File: config.mk
export PLATFORM = sky130hd
export DESIGN_NAME = fetch_unit_flat
export DESIGN_NICKNAME = d
export VERILOG_FILES = /design/src/rtl/fetch_unit_if.sv /design/src/rtl/fetch_unit.sv /design/src/flat_wrapper.sv
export SDC_FILE = /design/constraint.sdc
export NUM_CORES = 1
export LEC_CHECK = 0
export CAP_MARGIN = 40
export CORE_UTILIZATION = 47
export DETAILED_ROUTE_END_ITERATION = 10
export PLACE_DENSITY = 0.77
export SLEW_MARGIN = 20
export SYNTH_ARGS = -nofsm -noshare
export SYNTH_HDL_FRONTEND = slang
export SYNTH_SLANG_ARGS = --single-unit
File: constraint.sdc
create_clock -name clk -period 2.24 [get_ports clk]
set_input_delay 0.224 -clock clk [delete_from_list [all_inputs] [get_ports clk]]
set_output_delay 0.224 -clock clk [all_outputs]
set_load 0.01 [all_outputs]
File: src/rtl/fetch_unit_if.sv
// fetch_unit_if: instruction-memory, redirect and decode-side signals of the
// fetch stage. The master side is the fetch unit.
interface fetch_unit_if;
    logic        imem_req;
    logic [31:0] imem_addr;
    logic        imem_gnt;
    logic        imem_rvalid;
    logic [31:0] imem_rdata;
    logic        br_taken;
    logic [31:0] br_target;
    logic        id_valid;
    logic        id_ready;
    logic [31:0] id_instr;
    logic [31:0] id_pc;

    modport master (
        output imem_req,
        output imem_addr,
        input  imem_gnt,
        input  imem_rvalid,
        input  imem_rdata,
        input  br_taken,
        input  br_target,
        output id_valid,
        input  id_ready,
        output id_instr,
        output id_pc
    );

    modport slave (
        input  imem_req,
        input  imem_addr,
        output imem_gnt,
        output imem_rvalid,
        output imem_rdata,
        output br_taken,
        output br_target,
        input  id_valid,
        output id_ready,
        input  id_instr,
        input  id_pc
    );
endinterface

File: src/rtl/fetch_unit.sv
// fetch_unit: single-outstanding instruction fetch feeding a 2-entry buffer.
// Optional macro FETCH_MISALIGN_TRAP_EN: unaligned redirect halts fetch.
module fetch_unit #(
    parameter logic [31:0] RESET_PC  = 32'h0000_0000,
    parameter int          BUF_DEPTH = 2
) (
    input  logic         clk,
    input  logic         rst,
    fetch_unit_if.master bus
`ifdef FETCH_MISALIGN_TRAP_EN
    ,
    output logic         misalign
`endif
);

    localparam logic [1:0] ST_RUN  = 2'd0;
    localparam logic [1:0] ST_WAIT = 2'd1;
    localparam logic [1:0] ST_HALT = 2'd2;
    localparam logic [1:0] FULL    = 2'(BUF_DEPTH);

    logic [1:0]  state_q, state_d;
    logic [31:0] pc_q, pc_d;
    logic [31:0] tag_q, tag_d;
    logic        stale_q, stale_d;
    logic [1:0]  cnt_q, cnt_d;
    logic        head_q, head_d;
    logic        mis_q, mis_d;
    logic [31:0] bpc_q [BUF_DEPTH];
    logic [31:0] bins_q [BUF_DEPTH];

    logic        redir;
    logic        trap;
    logic        req;
    logic        gnt;
    logic        rsp;
    logic        push;
    logic        pop;
    logic        wr_idx;
    logic [31:0] tgt;

    // A redirect in HALT is ignored: only reset leaves that state.
    assign redir = bus.br_taken && (state_q != ST_HALT);
    assign tgt   = {bus.br_target[31:2], 2'b00};

`ifdef FETCH_MISALIGN_TRAP_EN
    assign trap     = redir && (bus.br_target[1:0] != 2'b00);
    assign misalign = mis_q;
`else
    logic unused_tgt_lo;
    assign unused_tgt_lo = ^bus.br_target[1:0];
    assign trap          = 1'b0;
`endif

    // One request in flight at most; buffer room counts the in-flight word.
    assign req = !rst && (state_q == ST_RUN) && !bus.br_taken
               && (cnt_q < FULL);
    assign gnt = req && bus.imem_gnt;
    assign rsp = (state_q == ST_WAIT) && bus.imem_rvalid;

    // Redirect wins over both buffer ports in the same cycle.
    assign push   = rsp && !stale_q && !redir;
    assign pop    = bus.id_valid && bus.id_ready && !redir;
    assign wr_idx = head_q ^ cnt_q[0];

    assign bus.imem_req  = req;
    assign bus.imem_addr = pc_q;
    assign bus.id_valid  = (cnt_q != 2'd0);
    assign bus.id_instr  = bins_q[head_q];
    assign bus.id_pc     = bpc_q[head_q];

    // Next-state: fetch FSM, PC, stale tracking and buffer occupancy.
    always_comb begin
        state_d = state_q;
        pc_d    = pc_q;
        tag_d   = tag_q;
        stale_d = stale_q;
        cnt_d   = cnt_q;
        head_d  = head_q;
        mis_d   = mis_q;

        if (rsp) begin
            state_d = ST_RUN;
            stale_d = 1'b0;
        end

        if (gnt) begin
            state_d = ST_WAIT;
            pc_d    = pc_q + 32'd4;
            tag_d   = pc_q;
        end

        if (push && !pop) begin
            cnt_d = cnt_q + 2'd1;
        end else if (pop && !push) begin
            cnt_d = cnt_q - 2'd1;
        end

        if (pop) begin
            head_d = ~head_q;
        end

        if (redir) begin
            pc_d   = tgt;
            cnt_d  = 2'd0;
            head_d = 1'b0;
            if ((state_q == ST_WAIT) && !bus.imem_rvalid) begin
                stale_d = 1'b1;
            end
            if (trap) begin
                state_d = ST_HALT;
                mis_d   = 1'b1;
            end
        end
    end

    // Control registers with synchronous reset.
    always_ff @(posedge clk) begin
        if (rst) begin
            state_q <= ST_RUN;
            pc_q    <= RESET_PC;
            tag_q   <= 32'd0;
            stale_q <= 1'b0;
            cnt_q   <= 2'd0;
            head_q  <= 1'b0;
            mis_q   <= 1'b0;
        end else begin
            state_q <= state_d;
            pc_q    <= pc_d;
            tag_q   <= tag_d;
            stale_q <= stale_d;
            cnt_q   <= cnt_d;
            head_q  <= head_d;
            mis_q   <= mis_d;
        end
    end

    // Buffer storage: cleared on reset so decode sees zeros.
    always_ff @(posedge clk) begin
        if (rst) begin
            for (int i = 0; i < BUF_DEPTH; i++) begin
                bpc_q[i]  <= 32'd0;
                bins_q[i] <= 32'd0;
            end
        end else if (push) begin
            bpc_q[wr_idx]  <= tag_q;
            bins_q[wr_idx] <= bus.imem_rdata;
        end
    end

endmodule

File: src/flat_wrapper.sv
// flat-port wrapper written by rule: the top's interface ports become plain ports
module fetch_unit_flat 
#(
    parameter logic [31:0] RESET_PC  = 32'h0000_0000,
    parameter int          BUF_DEPTH = 2
)
  (clk, rst, bus_imem_req, bus_imem_addr, bus_imem_gnt, bus_imem_rvalid, bus_imem_rdata, bus_br_taken, bus_br_target, bus_id_valid, bus_id_ready, bus_id_instr, bus_id_pc);
  fetch_unit_if bus_i ();
  input  logic clk;
  input  logic rst;
  output wire logic [$bits(bus_i.imem_req)-1:0] bus_imem_req;
  output wire logic [$bits(bus_i.imem_addr)-1:0] bus_imem_addr;
  input wire logic [$bits(bus_i.imem_gnt)-1:0] bus_imem_gnt;
  input wire logic [$bits(bus_i.imem_rvalid)-1:0] bus_imem_rvalid;
  input wire logic [$bits(bus_i.imem_rdata)-1:0] bus_imem_rdata;
  input wire logic [$bits(bus_i.br_taken)-1:0] bus_br_taken;
  input wire logic [$bits(bus_i.br_target)-1:0] bus_br_target;
  output wire logic [$bits(bus_i.id_valid)-1:0] bus_id_valid;
  input wire logic [$bits(bus_i.id_ready)-1:0] bus_id_ready;
  output wire logic [$bits(bus_i.id_instr)-1:0] bus_id_instr;
  output wire logic [$bits(bus_i.id_pc)-1:0] bus_id_pc;
  assign bus_imem_req = bus_i.imem_req;
  assign bus_imem_addr = bus_i.imem_addr;
  assign bus_i.imem_gnt = bus_imem_gnt;
  assign bus_i.imem_rvalid = bus_imem_rvalid;
  assign bus_i.imem_rdata = bus_imem_rdata;
  assign bus_i.br_taken = bus_br_taken;
  assign bus_i.br_target = bus_br_target;
  assign bus_id_valid = bus_i.id_valid;
  assign bus_i.id_ready = bus_id_ready;
  assign bus_id_instr = bus_i.id_instr;
  assign bus_id_pc = bus_i.id_pc;
  fetch_unit #(.RESET_PC(RESET_PC), .BUF_DEPTH(BUF_DEPTH)) u_core (.clk(clk), .rst(rst), .bus(bus_i));
endmodule
# [Yosys cells after proc, flatten, opt, wreduce, memory -nomap -nowiden]
# Memory sizes are Yosys's and may differ from the RTL's. A register that Yosys moved wholly into a read port is not among the register bits.
# Cells that the tools add are included.
[totals] register_bits=69 mem_bits_rw=128 inputBits=70 output_inout_bits=98 elab_cells=65 memories=2
[op_classes] add_sub_neg=3 n_lt_le_gt_ge=1 n_mux=24 bitwise_logic=2 n_reduce_logical=26
[memory_table] name="u_core.bins_q" words=2 width=32 rd=1 rd_clocked_by_memory_dff=1 wr=2 line="fetch_unit.sv:29" rtl="logic [31:0] bins_q [BUF_DEPTH];"
[memory_table] name="u_core.bpc_q" words=2 width=32 rd=1 rd_clocked_by_memory_dff=1 wr=2 line="fetch_unit.sv:28" rtl="logic [31:0] bpc_q [BUF_DEPTH];"
[op_table] op="32-bit two-way mux" count=4
[op_table] op="32-bit OR reduction" count=2
[op_table] op="32-bit by 3-bit adder with 32-bit output (second input constant)" count=1
[op_table] op="1-bit two-way mux" count=18
[op_table] op="1-bit logical AND" count=12
[op_table] op="2-bit nonzero test" count=4
[op_table] op="1-bit logical NOT" count=6
[op_table] op="2-bit two-way mux" count=2
[op_table] op="2-bit by 1-bit adder with 2-bit output (second input constant)" count=1
[op_table] op="2-bit logical NOT" count=1
[op_table] op="2-bit less-than comparator (second input constant)" count=1
[op_table] op="2-bit OR reduction" count=1
[op_table] op="2-bit by 1-bit subtractor with 2-bit output (second input constant)" count=1
[op_table] op="1-bit NOT" count=1
[op_table] op="1-bit bitwise XOR" count=1

# [Logic depth before layout (Yosys ltp)]
[logic_depth] ltp_word=8 ltp_mapped=9 ltp_nobuf=7

# [Worst setup path before layout]
# OpenSTA, ideal clock, no wires.
[synth_path] path_type="reg-to-reg" from="register u_core.state_q[0]" to="memory u_core.bins_q[1][0], enable pin" setup_ns=0.393 arrival_ns=2.094 required_time_ns=1.847 slack_ns=-0.247 stages_incl_launch_ff=6 n_path_buf=1 synth_period_minus_slack_ns=2.487 cell_sequence="dfxtp_1 > nand2_1 > or4_1 > nor2b_1 > clkbuf_1 > or2_2"
[synth_lines] item="from (decl)" line="fetch_unit.sv:21" rtl="logic [1:0] state_q, state_d;"
[synth_lines] item="from (signal assigned)" line="fetch_unit.sv:127" rtl="state_q <= state_d;"
[synth_lines] item="to (decl)" line="fetch_unit.sv:29"

==> flow_summary.json <==
{
  "status": "finished clean",
  "crit_path_end_kind": "output pin",
  "syn_area_um2": 8320,
  "gr-total-overflow": 0,
  "drc_errors": 0,
  "max_cap_violations": 0,
  "yosys_warnings": 0,
  "hp-class": "in2reg",
  "fin_crit_sh_pct": 95.2,
  "routed_wl_um": 18500,
  "initial_core_util_pct": 48.1,
  "yosysSeqAreaShare_pct": 60.6,
  "rsz0062_at_grt": "no",
  "die_h_um": 135,
  "tns_ns": 0,
  "synth-seq-cells": 190,
  "place_area_um2": 10600,
  "dp_hpwl_um": 12600,
  "fmax_mhz": 469,
  "period_needed_ns": 2.13,
  "grt_pass1_wl_um": 29300,
  "ios": 168,
  "synth_cells": 721,
  "drt-wirelength-per-cell_um": 16.1,
  "finalHoldViolCount": 0,
  "diodes": 0,
  "met3_usage_pct": 3.68,
  "final_util_pct": 64.9,
  "dp_slack_ns": 0.0160,
  "synthTopCellsByArea": "edfxtp_1 45%, dfxtp_1 16%, and2_1 9.5%, mux2_2 8.4%, nand2_1 4.2%",
  "synth_cell_type_count": 45,
  "worstPathMaxFanout": 24,
  "grt_pass1_vias": 5630,
  "root_buffer": "clkbuf_16",
  "worst_slew_pin_slew_ns": 0.504,
  "drv_slew": 0,
  "yosysTopAreaCellShare_pct": 44.7,
  "cellLeakagePower_nw": 4.09,
  "synthArstFlopShare_pct": 0,
  "r2r_setup_slack_ns": 0.24,
  "drtAntennaViolNets": 0,
  "grt_usage_pct": 21.0,
  "htree_levels": 4,
  "viasPerCell": 5.21,
  "portBuffers": 161,
  "grt_max_degree": 49,
  "dr.pass1.iters": 5,
  "synth_commonest_cells": "126 x and2_1, 124 x edfxtp_1, 94 x nand2_1, 66 x dfxtp_1, 62 x mux2_2",
  "fin_ws_ns": 0.107,
  "cts_buffer_depth": 2,
  "maxSlewHeadroom_pct": 66.4,
  "top_usage_layer": "met2",
  "drt-initial-drc-count": 435,
  "synth_most_common_cell": "and2_1",
  "clkTransAtPathRegs_ns": 0.07,
  "antenna_found_initial": 0,
  "cts_sinks": 190,
  "dieArea_um2": 18200,
  "drive_gt1_share_pct": 17.4,
  "worstSetupPathType": "reg2out",
  "synth_edf_count": 124,
  "fp-row-count": 48,
  "die_x_um": 135,
  "ys.flop_type": "edfxtp_1",
  "coreArea_um2": 17300,
  "crit_arrival_ns": 1.91,
  "design_area_um2": 11200,
  "synth_area_leader_cell": "edfxtp_1",
  "p_per_area_nw_per_um2": 666,
  "finClkSkew_ns": 0.00933,
  "setup-violations-final": 0,
  "synth.avg_cell_area_um2": 11.5,
  "fin_hold_ws_ns": 0.0336,
  "use_met2_pct": 33.7,
  "cts_tree": "done",
  "routabilityCongestion": 0.846,
  "cts_buffers": 17,
  "fillers": 1353,
  "startpoint_type": "flop",
  "worstPathRequired_ns": 2.02,
  "ir_worst_vdd_mv": 0.549,
  "vias": 5997,
  "layout.nets": 984,
  "area_growth_pct": 34.8,
  "clk_latency_ns": 0.43,
  "grt_use_met1_pct": 28.9
}
[report_power, final]
group	total (mW)	switching, mW	leakage, nW	internal (mW)
clock	2.86	1.36	0.278	1.49
combinational	0.708	0.317	2.00	0.391
sequential	3.91	0.0671	1.82	3.84
total	7.47	1.75	4.09	5.73
[layer usage]
metal  share of wire (%)  vias up
met2                  48      184
met3                 5.1       20
met1                  46     2884
li1                    -     2909
met4                 1.4        0
met5                   0        -
[stage by stage]
stage	total power, mW	cells
CTS	7.52	1150
floorplan	4.25	724
finish	7.47	1150
global placement	4.68	1116
global route	7.72	1150
detailed placement	4.69	1116
[kinds of logic after synthesis]
family | Yosys count | synth area share (%)
AO/OA/AOI/OAI | 84 | 5.88
XOR/XNOR | 24 | 2.53
adder cells (fa/ha/maj) | 2 | 0.301
buffers and inverters | 53 | 2.60
flip-flops | 190 | 60.6
multiplexers | 64 | 8.63
other | 1 | 0.0451
AND/OR/NAND/NOR | 303 | 19.4
[flip-flops by register name, summed over array words and instances, names as in the netlist, named ones only]
name,count
u_core.bins_q,64
u_core.bpc_q,60
u_core.bus.imem_addr,30
u_core.tag_q,30
u_core.cnt_q,2
u_core.head_q,1
u_core.state_q,1
[worst max-delay path, cell delays in order (launching register included)]
cell and delay, ns:
dfxtp_4 0.41, buf_12 0.20, mux2_2 0.37, clkdlybuf4s50_1 0.51
[repair_timing]
item | CTS | global route
gates resized for setup | 1 | 0
endpoints found under the setup margin | 10 | 0
hold buffers | 0 | 0
setup buffers | 2 | 0
[worst paths after layout]
check,cells past startpoint,start,endpoint
worst min-delay path,2,rst,flop
worst max register to register,5,u_core.bus.imem_addr[3],u_core.bus.imem_addr[25]
worst min register to register,2,u_core.tag_q[18],u_core.tag_q[18]
worst max-delay path,3,flop,bus_id_pc[28]
[final cells by class]
class / instances / area, um^2 / area share [%]
inverters: 6 / 22.5 / 0.201
clock inverters: 14 / 125 / 1.12
multi-input cells: 481 / 3090 / 27.6
repair buffers: 216 / 2210 / 19.7
clock buffers: 18 / 439 / 3.91
well taps: 225 / 282 / 2.51
flip-flops and latches: 190 / 5050 / 45.0
[cells in the final DEF, fill, tap and decap left out, types with 17 or more instances in the layout]
cell	n
a21oi_1	48
and2_1	126
buf_4	39
clkbuf_16	17
clkdlybuf4s50_1	160
dfxtp_1	65
edfxtp_1	124
mux2_2	62
nand2_1	94
nor2_1	17
(Power assumes the default switching activity.)
